[src/rtl/dpram_arb_pkg.sv]
// Shared types and constants for the dual-port RAM port arbiter.
// Optional conflict counter is enabled by DPRAM_ARB_CONFLICT_CNT_EN.
package dpram_arb_pkg;

  localparam int unsigned DEF_AW  = 6;
  localparam int unsigned DEF_DW  = 8;
  // Wide enough for the largest supported requester count (8).
  localparam int unsigned PEND_IW = 3;

  typedef enum logic {
    PORT_A = 1'b0,
    PORT_B = 1'b1
  } port_sel_e;

  typedef struct packed {
    logic               valid;
    logic [PEND_IW-1:0] idx;
  } pend_t;

  function automatic int unsigned idx_width(input int unsigned n);
    return (n <= 2) ? 1 : $clog2(n);
  endfunction

endpackage

[src/rtl/dpram_port_arbiter_rr_pick.sv]
// Rotating find-first: first set bit of mask_i scanning start_i, start_i+1, ... modulo N.
module rr_pick #(
  parameter int unsigned N  = 4,
  parameter int unsigned IW = 2
) (
  input  logic [N-1:0]  mask_i,
  input  logic [IW-1:0] start_i,
  output logic          found_o,
  output logic [IW-1:0] idx_o
);

  always_comb begin
    found_o = 1'b0;
    idx_o   = '0;
    for (int unsigned k = 0; k < N; k++) begin
      if (!found_o && mask_i[(32'(start_i) + k) % N]) begin
        found_o = 1'b1;
        idx_o   = IW'((32'(start_i) + k) % N);
      end
    end
  end

endmodule

[src/rtl/dpram_port_arbiter.sv]
// Round-robin arbiter sharing both ports of a dual-port RAM among NREQ requesters.
// Define DPRAM_ARB_CONFLICT_CNT_EN to add the saturating conflict_cnt output.
module dpram_port_arbiter
  import dpram_arb_pkg::*;
#(
  parameter int unsigned NREQ = 4,
  parameter int unsigned AW   = DEF_AW,
  parameter int unsigned DW   = DEF_DW
) (
  input  logic             clk,
  input  logic             rst_n,
  input  logic [NREQ-1:0]    req,
  input  logic [NREQ-1:0]    req_we,
  input  logic [NREQ*AW-1:0] req_addr,
  input  logic [NREQ*DW-1:0] req_wdata,
  output logic [NREQ-1:0]    gnt,
  output logic [NREQ-1:0]    rvalid,
  output logic [NREQ*DW-1:0] rdata,
  output logic [AW-1:0]      ram_addr_a,
  output logic [AW-1:0]      ram_addr_b,
  output logic [DW-1:0]      ram_data_a,
  output logic [DW-1:0]      ram_data_b,
  output logic               ram_we_a,
  output logic               ram_we_b,
  input  logic [DW-1:0]      ram_q_a,
  input  logic [DW-1:0]      ram_q_b
`ifdef DPRAM_ARB_CONFLICT_CNT_EN
  ,
  output logic [15:0]        conflict_cnt
`endif
);

  localparam int unsigned IW = idx_width(NREQ);

  logic [IW-1:0]   ptr_q, ptr_d;
  logic            found_a, found_b;
  logic [IW-1:0]   idx_a, idx_b, start_b;
  logic [NREQ-1:0] onehot_a, onehot_b, conf, mask_b;
  logic [AW-1:0]   addr_a_sel;
  logic            we_a_sel;
  pend_t           pend_q [2];
  pend_t           pend_d [2];

  rr_pick #(.N(NREQ), .IW(IW)) u_pick_a (
    .mask_i  (req),
    .start_i (ptr_q),
    .found_o (found_a),
    .idx_o   (idx_a)
  );

  assign start_b    = IW'((32'(idx_a) + 1) % NREQ);
  assign addr_a_sel = req_addr[idx_a*AW +: AW];
  assign we_a_sel   = req_we[idx_a];
  assign onehot_a   = found_a ? (NREQ'(1) << idx_a) : '0;

  // Conflicting requesters are removed from B's mask so the scan skips past them.
  always_comb begin
    conf = '0;
    for (int unsigned i = 0; i < NREQ; i++) begin
      conf[i] = found_a && req[i] && (IW'(i) != idx_a)
                && (req_addr[i*AW +: AW] == addr_a_sel)
                && (req_we[i] || we_a_sel);
    end
  end

  assign mask_b = req & ~onehot_a & ~conf;

  rr_pick #(.N(NREQ), .IW(IW)) u_pick_b (
    .mask_i  (mask_b),
    .start_i (start_b),
    .found_o (found_b),
    .idx_o   (idx_b)
  );

  assign onehot_b = found_b ? (NREQ'(1) << idx_b) : '0;
  assign gnt      = onehot_a | onehot_b;

  always_comb begin
    ram_addr_a = '0;
    ram_data_a = '0;
    ram_we_a   = 1'b0;
    ram_addr_b = '0;
    ram_data_b = '0;
    ram_we_b   = 1'b0;
    if (found_a) begin
      ram_addr_a = addr_a_sel;
      ram_data_a = req_wdata[idx_a*DW +: DW];
      ram_we_a   = we_a_sel;
    end
    if (found_b) begin
      ram_addr_b = req_addr[idx_b*AW +: AW];
      ram_data_b = req_wdata[idx_b*DW +: DW];
      ram_we_b   = req_we[idx_b];
    end
  end

  always_comb begin
    ptr_d = ptr_q;
    if (found_b) begin
      ptr_d = IW'((32'(idx_b) + 1) % NREQ);
    end else if (found_a) begin
      ptr_d = start_b;
    end
    pend_d[PORT_A] = '{valid: found_a && !we_a_sel, idx: PEND_IW'(idx_a)};
    pend_d[PORT_B] = '{valid: found_b && !req_we[idx_b], idx: PEND_IW'(idx_b)};
  end

  always_ff @(posedge clk or negedge rst_n) begin
    if (!rst_n) begin
      ptr_q          <= '0;
      pend_q[PORT_A] <= '0;
      pend_q[PORT_B] <= '0;
    end else begin
      ptr_q          <= ptr_d;
      pend_q[PORT_A] <= pend_d[PORT_A];
      pend_q[PORT_B] <= pend_d[PORT_B];
    end
  end

  // Pending slots are register outputs, so an async reset clears rvalid at once.
  always_comb begin
    rvalid = '0;
    rdata  = '0;
    for (int unsigned i = 0; i < NREQ; i++) begin
      if (pend_q[PORT_A].valid && (pend_q[PORT_A].idx == PEND_IW'(i))) begin
        rvalid[i]          = 1'b1;
        rdata[i*DW +: DW]  = ram_q_a;
      end
      if (pend_q[PORT_B].valid && (pend_q[PORT_B].idx == PEND_IW'(i))) begin
        rvalid[i]          = 1'b1;
        rdata[i*DW +: DW]  = ram_q_b;
      end
    end
  end

`ifdef DPRAM_ARB_CONFLICT_CNT_EN
  logic [15:0] cnt_q, cnt_d;

  always_comb begin
    cnt_d = cnt_q;
    if ((|conf) && (cnt_q != 16'hFFFF)) begin
      cnt_d = cnt_q + 16'd1;
    end
  end

  always_ff @(posedge clk or negedge rst_n) begin
    if (!rst_n) begin
      cnt_q <= '0;
    end else begin
      cnt_q <= cnt_d;
    end
  end

  assign conflict_cnt = cnt_q;
`endif

endmodule

[config.mk]
export PLATFORM = sky130hd
export DESIGN_NAME = dpram_port_arbiter
export DESIGN_NICKNAME = d
export VERILOG_FILES = /design/src/rtl/dpram_arb_pkg.sv /design/src/rtl/dpram_port_arbiter_rr_pick.sv /design/src/rtl/dpram_port_arbiter.sv
export SDC_FILE = /design/constraint.sdc
export NUM_CORES = 1
export LEC_CHECK = 0
export CORE_MARGIN = 8
export CORE_UTILIZATION = 37
export CTS_CLUSTER_SIZE = 30
export DETAILED_ROUTE_END_ITERATION = 16
export PLACE_DENSITY = 0.79
export SLEW_MARGIN = 20
export SYNTH_ARGS = -nofsm -noshare
export SYNTH_HDL_FRONTEND = slang
export SYNTH_HIERARCHICAL = 1
export SYNTH_SLANG_ARGS = --single-unit
[constraint.sdc]
create_clock -name clk -period 4.5 [get_ports clk]
set_input_delay 0.45 -clock clk [delete_from_list [all_inputs] [get_ports clk]]
set_output_delay 0.45 -clock clk [all_outputs]
set_load 0.02 [all_outputs]
# Yosys cells after proc, flatten, opt, wreduce, memory -nomap -nowiden
# Index checks and enable logic that the tools add are counted.
[classes]
n_addsub = 8
multipliers = 2
order_cmp = 10
eq_ne = 13
n_shift = 6
n_mux = 62
bitwise_logic = 5
n_reduce_logical = 48
[op_table]
columns = ["op", "count"]
rows = [
  ["$mux W8", 10],
  ["$shiftx A32 B6 Y8", 2],
  ["$shiftx A24 B6 Y6", 2],
  ["$logic_and A1 B1 Y1", 32],
  ["$lt A2 B3 Y1 const B", 10],
  ["$mux W1", 28],
  ["$eq A6 B6 Y1", 4],
  ["$bmux W1 S2", 10],
  ["$mux W2", 10],
  ["$mux W6", 2],
  ["$add A2 B1 Y2 const B", 4],
  ["$add A2 B2 Y2 const B", 4],
  ["$and A4 B4 Y4", 2],
  ["$eq A2 B2 Y1 const B", 4],
  ["$logic_not A1 Y1", 8],
  ["$mul A2 B2 Y4 const B", 2],
  ["$mux W4", 2],
  ["$not A4 Y4", 2],
  ["$shl A1 B2 Y4 const A", 2],
  ["$logic_not A3 Y1", 2],
  ["$eq A2 B1 Y1 const B", 2],
  ["$logic_or A1 B1 Y1", 4],
  ["$ne A2 B2 Y1 const A", 2],
  ["$or A4 B4 Y4", 1],
  ["other kinds (2)", 3],
]
[word_totals]
reg_bits = 8
input_bits = 82
output_inout_bits = 70
word_cells = 159

# Logic depth before layout (Yosys ltp)
[depth]
depth_word = 35
depth_mapped = 21
ltp_nobuf = 16

# Hierarchy
# Netlist, hierarchy kept.
[modules_own_cells]
columns = ["mod", "instances", "cells_per_inst", "area_each_um2", "seq_area_each_um2"]
rows = [
  ["dpram_port_arbiter", 1, 319, 2737.6, 200.2],
  ["rr_pick", 2, 15, 77.6, 0.0],
]

# Worst setup path before layout
# No wires, ideal clock.
[synth_timing]
path_kind = "input to output"
startpoint = "input req[1]"
endpoint = "output ram_addr_b[3]"
t_arrival_ns = 4.156
t_required_ns = 4.050
setup_slack_ns = -0.106
stages = 18
path_buffers = 5
path_cell_list = "inv_1 -> a221o_1 -> a21oi_1 -> buf_6 -> buf_12 -> inv_2 -> buf_2 -> ha_1 -> inv_1 -> o2111ai_1 -> nor4_1 -> nor2_1 -> a221o_1 -> a21oi_1 -> buf_2 -> buf_4 -> mux4_2 -> and2_1"
[synth_between]
word_cells_on_any_way = 89
cone_classes = "4 x add/sub; 2 x mul; 7 x eq/ne; 3 x shift; 36 x mux; 4 x bitwise; 33 x reduce/logical"
[synth_lines]
columns = ["item", "line", "rtl"]
rows = [
  ["start, declared", "dpram_port_arbiter.sv:12", "input logic [NREQ-1:0] req,"],
  ["$bmux W1 S2", "dpram_port_arbiter_rr_pick.sv:16", "if (!found_o && mask_i[(32'(start_i) + k) % N]) begin"],
  ["$mux W1 (implied by the code)", "dpram_port_arbiter_rr_pick.sv:16", ""],
  ["$mux W1", "dpram_port_arbiter_rr_pick.sv:16", ""],
  ["$logic_not A1 Y1", "dpram_port_arbiter_rr_pick.sv:16", ""],
  ["$logic_and A1 B1 Y1", "dpram_port_arbiter_rr_pick.sv:16", ""],
  ["$mux W1", "dpram_port_arbiter_rr_pick.sv:16", ""],
  ["$logic_not A1 Y1", "dpram_port_arbiter_rr_pick.sv:16", ""],
  ["$logic_and A1 B1 Y1", "dpram_port_arbiter_rr_pick.sv:16", ""],
  ["[... 4 more ...]", "--", ""],
  ["via idx_a[0]", "dpram_port_arbiter.sv:37", "logic [IW-1:0] idx_a, idx_b, start_b;"],
  ["$add A2 B1 Y2 *", "dpram_port_arbiter.sv:51", "assign start_b = IW'((32'(idx_a) + 1) % NREQ);"],
  ["via start_b[0]", "dpram_port_arbiter.sv:37", ""],
  ["parallel branches: the longest is 11 deep, another holds $add A2 B1 Y2", "--", ""],
  ["$mux W2 *", "dpram_port_arbiter_rr_pick.sv:16", ""],
  ["via idx_b[0]", "dpram_port_arbiter.sv:37", ""],
  ["$mul A2 B2 Y4 *", "dpram_port_arbiter.sv:91", "ram_addr_b = req_addr[idx_b*AW +: AW];"],
  ["$shiftx A24 B6 Y6 *", "dpram_port_arbiter.sv:91", ""],
  ["$mux W6 *", "dpram_port_arbiter.sv:90", "if (found_b) begin"],
  ["end, declared", "dpram_port_arbiter.sv:20", "output logic [AW-1:0] ram_addr_b,"],
]
# Mark *: on every way through the listed nets, which the timed path passes. The select of a mux whose other input is x is not followed.

# Worst setup path in the final report
[layout_timing]
startpoint = "register ptr_q[0]"
endpoint = "output ram_addr_b[0]"
[layout_between]
elab_chain_len = 34
word_cells_on_any_way = 92
cone_classes = "7 x add/sub; 2 x mul; 7 x eq/ne; 3 x shift; 36 x mux; 4 x bitwise; 33 x reduce/logical"
[layout_lines]
columns = ["item", "line", "rtl"]
rows = [
  ["start, declared", "dpram_port_arbiter.sv:35", "logic [IW-1:0] ptr_q, ptr_d;"],
  ["start signal, assigned", "dpram_port_arbiter.sv:114", "ptr_q <= ptr_d;"],
  ["parallel branches: the longest is 11 deep, another holds $add A2 B1 Y2", "--", ""],
  ["$mux W2 *", "dpram_port_arbiter_rr_pick.sv:16", ""],
  ["via idx_a[0]", "dpram_port_arbiter.sv:37", ""],
  ["$mul A2 B2 Y4", "dpram_port_arbiter.sv:52", "assign addr_a_sel = req_addr[idx_a*AW +: AW];"],
  ["$shiftx A24 B6 Y6", "dpram_port_arbiter.sv:52", ""],
  ["$eq A6 B6 Y1", "dpram_port_arbiter.sv:61", "&& (req_addr[i*AW +: AW] == addr_a_sel)"],
  ["$logic_and A1 B1 Y1", "dpram_port_arbiter.sv:61", ""],
  ["$logic_and A1 B1 Y1", "dpram_port_arbiter.sv:62", "&& (req_we[i] || we_a_sel);"],
  ["[... 2 more ...]", "--", ""],
  ["via mask_b[0]", "dpram_port_arbiter.sv:38", "logic [NREQ-1:0] onehot_a, onehot_b, conf, mask_b;"],
  ["[... 8 more ...]", "--", ""],
  ["$mux W1", "dpram_port_arbiter_rr_pick.sv:16", ""],
  ["$logic_not A1 Y1", "dpram_port_arbiter_rr_pick.sv:16", ""],
  ["$logic_and A1 B1 Y1", "dpram_port_arbiter_rr_pick.sv:16", ""],
  ["$mux W2 *", "dpram_port_arbiter_rr_pick.sv:16", ""],
  ["via idx_b[0]", "dpram_port_arbiter.sv:37", ""],
  ["$mul A2 B2 Y4 *", "dpram_port_arbiter.sv:91", ""],
  ["$shiftx A24 B6 Y6 *", "dpram_port_arbiter.sv:91", ""],
  ["$mux W6 *", "dpram_port_arbiter.sv:90", ""],
]
# Marks and branches as above.

==> metrics.md <==
| Metric | Value |
|---|---|
| Predominant post-synthesis flop cell | `dfrtp_1` |
| Synth area leaders | `mux4_2 (19%), a22o_1 (9.7%), dfrtp_1 (6.9%)` |
| Syn Area/Cell | `8.289 sq um` |
| Synthesis Warnings | `6` |
| Final period util | `0.9927` |
| Unrepaired setup endpoints after global routing | `yes` |
| Synth Area in Simple Gates | `0.2141` |
| Rows | `32` |
| Mapped cell area | `just under 3000 sq um` |
| Fillcell total | `618` |
| Count of clock tree sinks | `8` |
| Vias | `about 3800` |
| Ant diodes | `0` |
| Layout net count | `between 600 and 700` |
| Startpoint types | `register` |
| Setup TNS | `0 ns` |
| CTS Root Cell | `clkbuf_8` |
| Final worst slack | `around 0.033 ns` |
| Die Y | `around 100 microns` |
| Die width | `~100 microns` |
| Synth area leader | `mux4_2` |
| Post-synth EDFFs | `0` |
| Post-synthesis register bit count | `8` |
| Seq/Total Area, Yosys | `0.06920` |
| Fmax | `~0.22 GHz` |
| Synth-to-Final Area Change | `78.59%` |
| Finish-stage setup viols | `0` |
| Slew Limit Headroom | `0.3651` |
| Dpl hpwl | `around 11000 microns` |
| CP max stage cell | `mux4_2` |
| Power consumption | `~3.3 mW` |
| Outcome | `complete, no violations` |
| All-layer global routing usage | `0.2210` |
| Clock transition at the registers of the reported paths | `approximately 0.040 ns` |
| Core Region | `around 7600 sq um` |
| Largest family of logic cells by synthesized area | `multiplexers` |
| Leakage | `2.182 nW` |
| Pwr dens | `approximately 640 nW/um^2` |
| Maximum vdd drop | `about 0.34 mV` |
| DR vias/cell | `5.699` |
| WS Path Type | `reg -> out` |
| Commonest non-fill, non-tap cells in the layout | `clkdlybuf4s50_1 (128), buf_4 (85), nand2_1 (35)` |
| Post-synthesis cell type count | `between 50 and 60` |
| TritonCTS Buffers | `3` |
| Post-synth ARST share | `1.000` |
| Design Area, Final | `about 5200 sq um` |
| Clk_lat worst skew | `0.23 ns` |
| DP Worst Slack | `-0.7245 ns` |
| Initial Util | `0.3783` |
| CP peak stage delay | `between 0.5 and 0.6 ns` |
| Initial antenna violation count | `0` |
| Largest net degree at the start of global routing | `15` |
| CTS tree | `done` |
| Crit-path cells | `inv_2 > a221o_1 > a21oi_4 > buf_12 > buf_8 > mux2i_2 > xor2_1 > nand3_1 > nor4_2 > nor2_2 > a221o_1 > a21oi_4 > buf_6 > buf_12 > mux4_2 > and2_4 > buf_6` |
| Share of cells above drive strength 1 | `0.3000` |
| Wire per inst | `approximately 20 microns` |
| Post-DRT Antenna Nets | `0` |
| Adder-cell share of the synthesized area | `0.03460` |
| Num ports | `between 150 and 200` |
| DRC viols | `0` |
| Final GP Congestion | `around 1.0` |
| Max-Cap Viols | `0` |
| CTS max path bufs | `2` |
| DRT iter0 DRCs | `approximately 200` |
| # hold bufs at CTS | `0` |
| Post-synthesis instance total | `349` |
| Top-area cell type share of the netlist area | `0.1869` |
| Final Core Density | `0.6756` |
| Vias in the first global route | `a little over 4000` |
| TritonRoute pass-1 iters | `4` |
| DIE AREA | `around 11000 sq um` |
| HP Class | `in -> async` |
| Slew Limit Fails | `0` |
| Crit path time final | `roughly 4.5 ns` |
| Final hold vios | `0` |
| CP required | `4.05 ns` |
| Synth Net Count | `439` |
| H-tree depth | `1` |
| Critical Path AT | `~4.0 ns` |
| Mux cell area share after synthesis | `0.2491` |
| Worst Clk Skew | `0.001704 ns` |
| Number of port buffers | `roughly 150` |
| Crit Path Max Fanout | `7` |
| Crit end category | `output port` |
| Post-synthesis compound-gate area fraction | `0.2383` |
| Global-route wire length before repair | `around 20000 microns` |
| Worst-Margin Slew | `around 0.95 ns` |
| Post-Synth XOR/XNOR Area | `0.09991` |
| Post-Place Cell Area | `between 4000 and 5000 sq um` |
| Final WL | `between 10000 and 15000 microns` |
| GR Overflow Total | `0` |
| Commonest non-fill, non-tap cell in the layout | `clkdlybuf4s50_1` |
stage by stage:
stage          instances  hold WS [ns]
3_5_place_dp         650        0.7470
6_report             662        0.4929
5_1_grt              662        0.5180
2_1_floorplan        349        0.1544
3_3_place_gp         650        0.7426
4_1_cts              661        0.5002
state kept, by name, summed over array words and instances (netlist names):
signal  flops
ptr_q       2
pend_q      6
report_power, final:
| group | switching (mW) | leakage (nW) | internal, mW |
|---|---|---|---|
| logic | 1.50 | 2.07 | 1.59 |
| clock network | 0.0281 | 0.0216 | 0.0579 |
| registers | 0.0431 | 0.0946 | 0.110 |
| total | 1.57 | 2.18 | 1.76 |
per-layer routing:
layer / part of all wire / GRT usage
met5: 0 / 0
met2: 0.53 / 0.4180
met3: 0.061 / 0.04089
met4: 0.037 / 0.1013
met1: 0.37 / 0.2283
critical path: cells and delay by family, from the launching register on:
| family | cells | cell delay (ns) |
|---|---|---|
| flip-flops | 1 | 0.39 |
| multiplexers | 2 | 0.73 |
| XOR/XNOR | 1 | 0.17 |
| buffers and inverters | 6 | 0.72 |
| AND/OR/NAND/NOR | 4 | 0.68 |
| AO/OA/AOI/OAI | 4 | 1.08 |
logic make-up after synthesis:
logic type	after synthesis
AND/OR/NAND/NOR	116
AO/OA/AOI/OAI	91
buffers and inverters	54
multiplexers	39
XOR/XNOR	33
adder cells (fa/ha/maj)	8
flip-flops	8
synthesized netlist by cell type (all sizes together), types with 3 or more instances:
| library cell | count |
|---|---|
| a31oi | 5 |
| o21ai | 4 |
| and2 | 26 |
| a221oi | 3 |
| nand2b | 8 |
| nor2 | 12 |
| nand2 | 35 |
| o221ai | 4 |
| nor2b | 6 |
| nand3 | 7 |
| nor3 | 3 |
| buf | 23 |
| and3 | 5 |
| dfrtp | 8 |
| inv | 21 |
| xnor2 | 13 |
| a22o | 32 |
| ha | 8 |
| xor2 | 20 |
| a211oi | 4 |
| a21oi | 18 |
| mux4 | 25 |
| mux2i | 13 |
| nor4 | 7 |
| clkbuf | 10 |
| o22ai | 4 |
final cells by class:
class                   instances  area, sq um  share of cell area
clock buffers                   3        41.29            0.007992
inverters                      21        78.83             0.01526
multi-input cells             287         2530              0.4897
flip-flops and latches          8        201.4             0.03899
well taps                     102        127.6             0.02470
repair buffers                241         2187              0.4233
worst paths after layout:
path | startpoint | end | slack, ns | depth (start not counted)
min reg2reg | ptr_q[0] | ptr_q[0] | 0.76 | 3
min in group clk | ptr_q[0] | ptr_q[0] | 0.76 | 3
max in group asynchronous | rst_n | ptr_q[0] | 3.73 | 1
max | ptr_q[0] | ram_addr_b[0] | 0.03 | 17
min | rst_n | pend_q[0] | 0.49 | 1
max reg2reg | ptr_q[0] | pend_q[3] | 0.67 | 17
timing repair:
item | 4_1_cts | 5_1_grt
setup buffers | 7 | 2
resized for setup | 80 | 40
cloned | 1 | 0
pin swaps | 6 | 19
setup endpoints to repair | 19 | 19
No activity file was read; power rests on OpenSTA's default activity.
==> RTL edit 1: new RTL, config.mk and constraints unchanged <==
Change the package constant `DEF_AW` from 6 to 8.
--- a/src/rtl/dpram_arb_pkg.sv
+++ b/src/rtl/dpram_arb_pkg.sv
@@ -4,3 +4,3 @@
 
-  localparam int unsigned DEF_AW  = 6;
+  localparam int unsigned DEF_AW  = 8;
   localparam int unsigned DEF_DW  = 8;
Ports: changed (resized ram_addr_a, ram_addr_b and req_addr); port bits go from 152 to 164. The function was not compared with the original's and may differ.
==> RTL edit 1 against the original RTL <==
  * The run now ends with negative setup slack left
  * Cell area grew 17%
  * Count of clock-buffer cells in the layout is the same
  * Setup slack lost 0.14 ns
  * Routed wire length grew 17%
  * Total power grew 23%
  * Sequential cell count is the same
  * Critical path depth grew 4
  * Synthesized area grew 5.7%
==> RTL edit 1: results (changes against the original RTL) <==
[layout]
nNonClkBuffers = 277  ; +15%
multi_input_area_mm2 = 0.002954  ; +17%
nMultiInputCombCells = 309  ; +7.7%
buf_share_pct = 43.78  ; +1.4 points
drive_gt1_share_pct = 36.91  ; +6.9 points
n_all_inverters = 18  ; -14%
sh_seq_area_pct = 3.331  ; -0.57 points

[synthesis]
syn_nets = 462  ; +5.2%
postSynthAreaPerCell_um2 = 8.397  ; +1.3%
synth_seq_area_share_pct = 6.549  ; -0.37 points
yosys-top-cells-area = mux4_2, xor2_1, a22o_1
ys_types = 48  ; -9.4%

[timing]
tns_ns = -1.014  ; -1.014 ns
clock_skew_ns = 0.003594  ; +0.001890 ns
setup_viol = 18  ; +18
fin_ws_ns = -0.1066  ; -0.1392 ns
holdWs_ns = 0.4964  ; +0.003505 ns

[status]
status = finished, violations left
violations = negative setup slack

[pwr]
power.total_w = 0.004092  ; +23%
ir_worst_vdd_uv = 445.0  ; +30%
leakagePower_nw = 2.536  ; +16%

[placement]
numPortBuffers = 163  ; +7.9%

[critical_path]
path_max_fanout = 8  ; +1
crit_path_max_incr_delay_ns = 0.36  ; -0.15 ns
regToRegSetupSlack_ns = 0.56  ; -0.11 ns
startpoint = req[1]
critPathSlowestCell = a221o_1

[drt]
wl_per_cell_um = 20.96  ; +7.3%
drt_iter0_drc = 215  ; +8.0%

[global_routing]
grt_pass1_wl_mm = 22.25  ; +10%
grt_util_all_layers_pct = 23.79  ; +1.7 points

RTL edit 1: cell count changes in the layout (fill, tap and decap cells not counted), sizes merged, moves of 4 or more:
| cell | change |
|---|---|
| o21ai | +6 |
| dlygate4sd2 | -4 |
| nand2 | -7 |
| and2 | +5 |
| o31ai | +6 |
| xor2 | +13 |
| nor4 | -4 |
| mux2i | +9 |
| buf | +30 |
| mux4 | +4 |
| inv | -4 |
| clkdlybuf4s50 | +10 |
RTL edit 1: critical path, delay by kind of cell:
kind                      cells  cell delay [ns]
muxes                         2             0.52
AOI/OAI and AO/OA             7             1.52
buffers and inverters         9             1.19
xor gates and xnor gates      1             0.18
and+or+nand+nor               2             0.29
RTL edit 1: kinds of logic after synthesis:
| logic type | synth area share (%) |
|---|---|
| DFF | 6.549 |
| adders and majority gates | 3.275 |
| AOI/OAI and AO/OA | 22.80 |
| muxes | 28.57 |
| and+or+nand+nor | 18.95 |
| xor gates and xnor gates | 13.18 |
| buffers and inverters | 6.672 |
RTL edit 1: how the worst max path moves through the flow:
stage	to	slack, ns	depth (start not counted)
2_1_floorplan	ram_addr_b[0]	0.008	17
3_3_place_gp	ram_we_b	-0.85	17
3_5_place_dp	ram_addr_b[7]	-0.91	17
4_1_cts	ram_addr_b[3]	-0.07	14
5_1_grt	ram_addr_b[1]	-0.27	20
6_report	ram_addr_b[1]	-0.11	21
RTL edit 1: repair_timing:
| item | in CTS | in global routing |
|---|---|---|
| resized for setup | 135 | 76 |
| gates cloned | 5 | 1 |
| pin swaps | 22 | 34 |
| endpoints found under the setup margin | 21 | 21 |
| setup buffers | 10 | 11 |
RTL edit 1: layer usage:
metal	GRT usage [%]	vias to the layer above	wire [um]
li1	-	1883	-
met4	10.45	0	510
met3	7.079	46	1528
met2	42.67	236	7567
met1	25.20	2015	5483
met5	0	-	0
==> RTL edit 2: new RTL, same settings <==
Made on the original files. Build with the macro `DPRAM_ARB_CONFLICT_CNT_EN` defined.
--- a/src/rtl/dpram_port_arbiter.sv
+++ b/src/rtl/dpram_port_arbiter.sv
@@ -2,2 +2,4 @@
 // Define DPRAM_ARB_CONFLICT_CNT_EN to add the saturating conflict_cnt output.
+`define DPRAM_ARB_CONFLICT_CNT_EN
+
 module dpram_port_arbiter
New outputs: conflict_cnt. Function: not settled (the Yosys comparison gave no result); the edit may change what the design does.
==> RTL edit 2 against the original RTL <==
  * The run now ends with negative setup slack left
  * Register-to-register slack got worse by 0.24 ns
  * Maximum frequency decreased by 4.0%
  * Cell area increased by 29%
  * Total power increased by 27%
  * Routed wire length increased by 21%
  * Setup slack got worse by 0.19 ns
  * Sequential cell count increased by 16
  * Critical path depth increased by 3
  * Global-route usage decreased by 0.31 points
  * Synthesized area increased by 29%
  * Clock skew increased by 0.011 ns
  * Highest routed layer unchanged
==> RTL edit 2: results (changes against the original RTL) <==
[cts]
postCtsResizedCells = 148  ; +85%
insertion_delay_ns = 0.27  ; +0.04 ns
clk_pin_slew_ns = 0.09  ; +0.05 ns
post_cts_buffers = 16  ; +9

[placement]
dp_hpwl_mm = 12.31  ; +15%
dpl_cell_area_mm2 = 0.006131  ; +23%
numPortBuffers = 167  ; +11%
post-place-ws_ns = -0.9824  ; -0.2579 ns
gp_congestion = 0.9349  ; -9.5%

[timing]
fin_ws_ns = -0.1527  ; -0.1854 ns
tns_ns = -1.322  ; -1.322 ns
clock_skew_ns = 0.01250  ; +0.01079 ns
setup_viol = 15  ; +15
holdWs_ns = 0.1424  ; -0.3505 ns
worstMarginPinSlew_ns = 0.9749  ; +0.02986 ns

[drt]
route.met2.wl_mm = 7.824  ; +15%
wl_per_cell_um = 19.52  ; about the same
wl_met1_mm = 5.879  ; +21%
drt_iter0_drc = 267  ; +34%
wl_met3_mm = 1.488  ; +88%

[pwr]
leakagePower_nw = 2.752  ; +26%
ir_worst_vdd_uv = 333.9  ; -2.8%

[critical_path]
crit_path_max_incr_delay_ns = 0.53  ; +0.02 ns
path_max_fanout = 11  ; +4
startpoint = req[2]
regToRegSetupSlack_ns = 0.43  ; -0.24 ns
critical_path_arrival_ns = 4.20  ; +0.18 ns
cp-endpoint = ram_we_b
r2r_cells = 21  ; +4

[layout]
stdcell_count = 799  ; +21%
diodes = 0  ; unchanged
largest_reg_flops = 16  ; +10
drive_gt1_share_pct = 34.23  ; +4.2 points
final_nets = 758  ; +16%

[global_routing]
grt_start_max_net_pins = 25  ; +10
use_met1_pct = 24.82  ; +2.0 points
met3_usage_pct = 4.498  ; +0.41 points
grt_use_met2_pct = 39.48  ; -2.3 points
grt_pass1_vias = 4607  ; +14%
grt_pass1_wl_mm = 23.69  ; +17%

[synthesis]
yosys-top-cells-area = dfrtp_1, mux4_2, a22o_1
syn_nets = 509  ; +16%
synth_seq_area_share_pct = 16.08  ; +9.2 points
synth_commonest_cells = nand2_1, a22o_1, xnor2_1
ys_types = 59  ; +11%

[status]
violations = negative setup slack
status = finished, violations left

==> RTL edit 2: cell type report <==
class / count / area (um^2)
fill: 755 / 3118
sequential: 24 / 601.8
clock inverter: 1 / 30.03
clock buffer: 3 / 41.29
inverter: 15 / 61.31
multi-input combinational: 343 / 3151
tap: 133 / 166.4
timing repair buffer: 280 / 2605
==> RTL edit 2: kinds of logic (layout without fill, tap and decap cells) <==
kind of cell / Yosys count / count (layout) / synth area share (%)
buffers and inverters: 51 / 299 / 6.599
adders and majority gates: 9 / 9 / 3.015
AOI/OAI and AO/OA: 101 / 101 / 21.04
DFF: 24 / 24 / 16.08
xor gates and xnor gates: 50 / 50 / 11.73
and+or+nand+nor: 134 / 134 / 19.03
muxes: 49 / 49 / 22.51
==> RTL edit 2: where the power goes <==
group          internal (W)  switching, W  leakage [nW]
Combinational       0.00194       0.00174          2.41
Sequential         0.000276     0.0000692         0.309
Clock              0.000119     0.0000651        0.0357
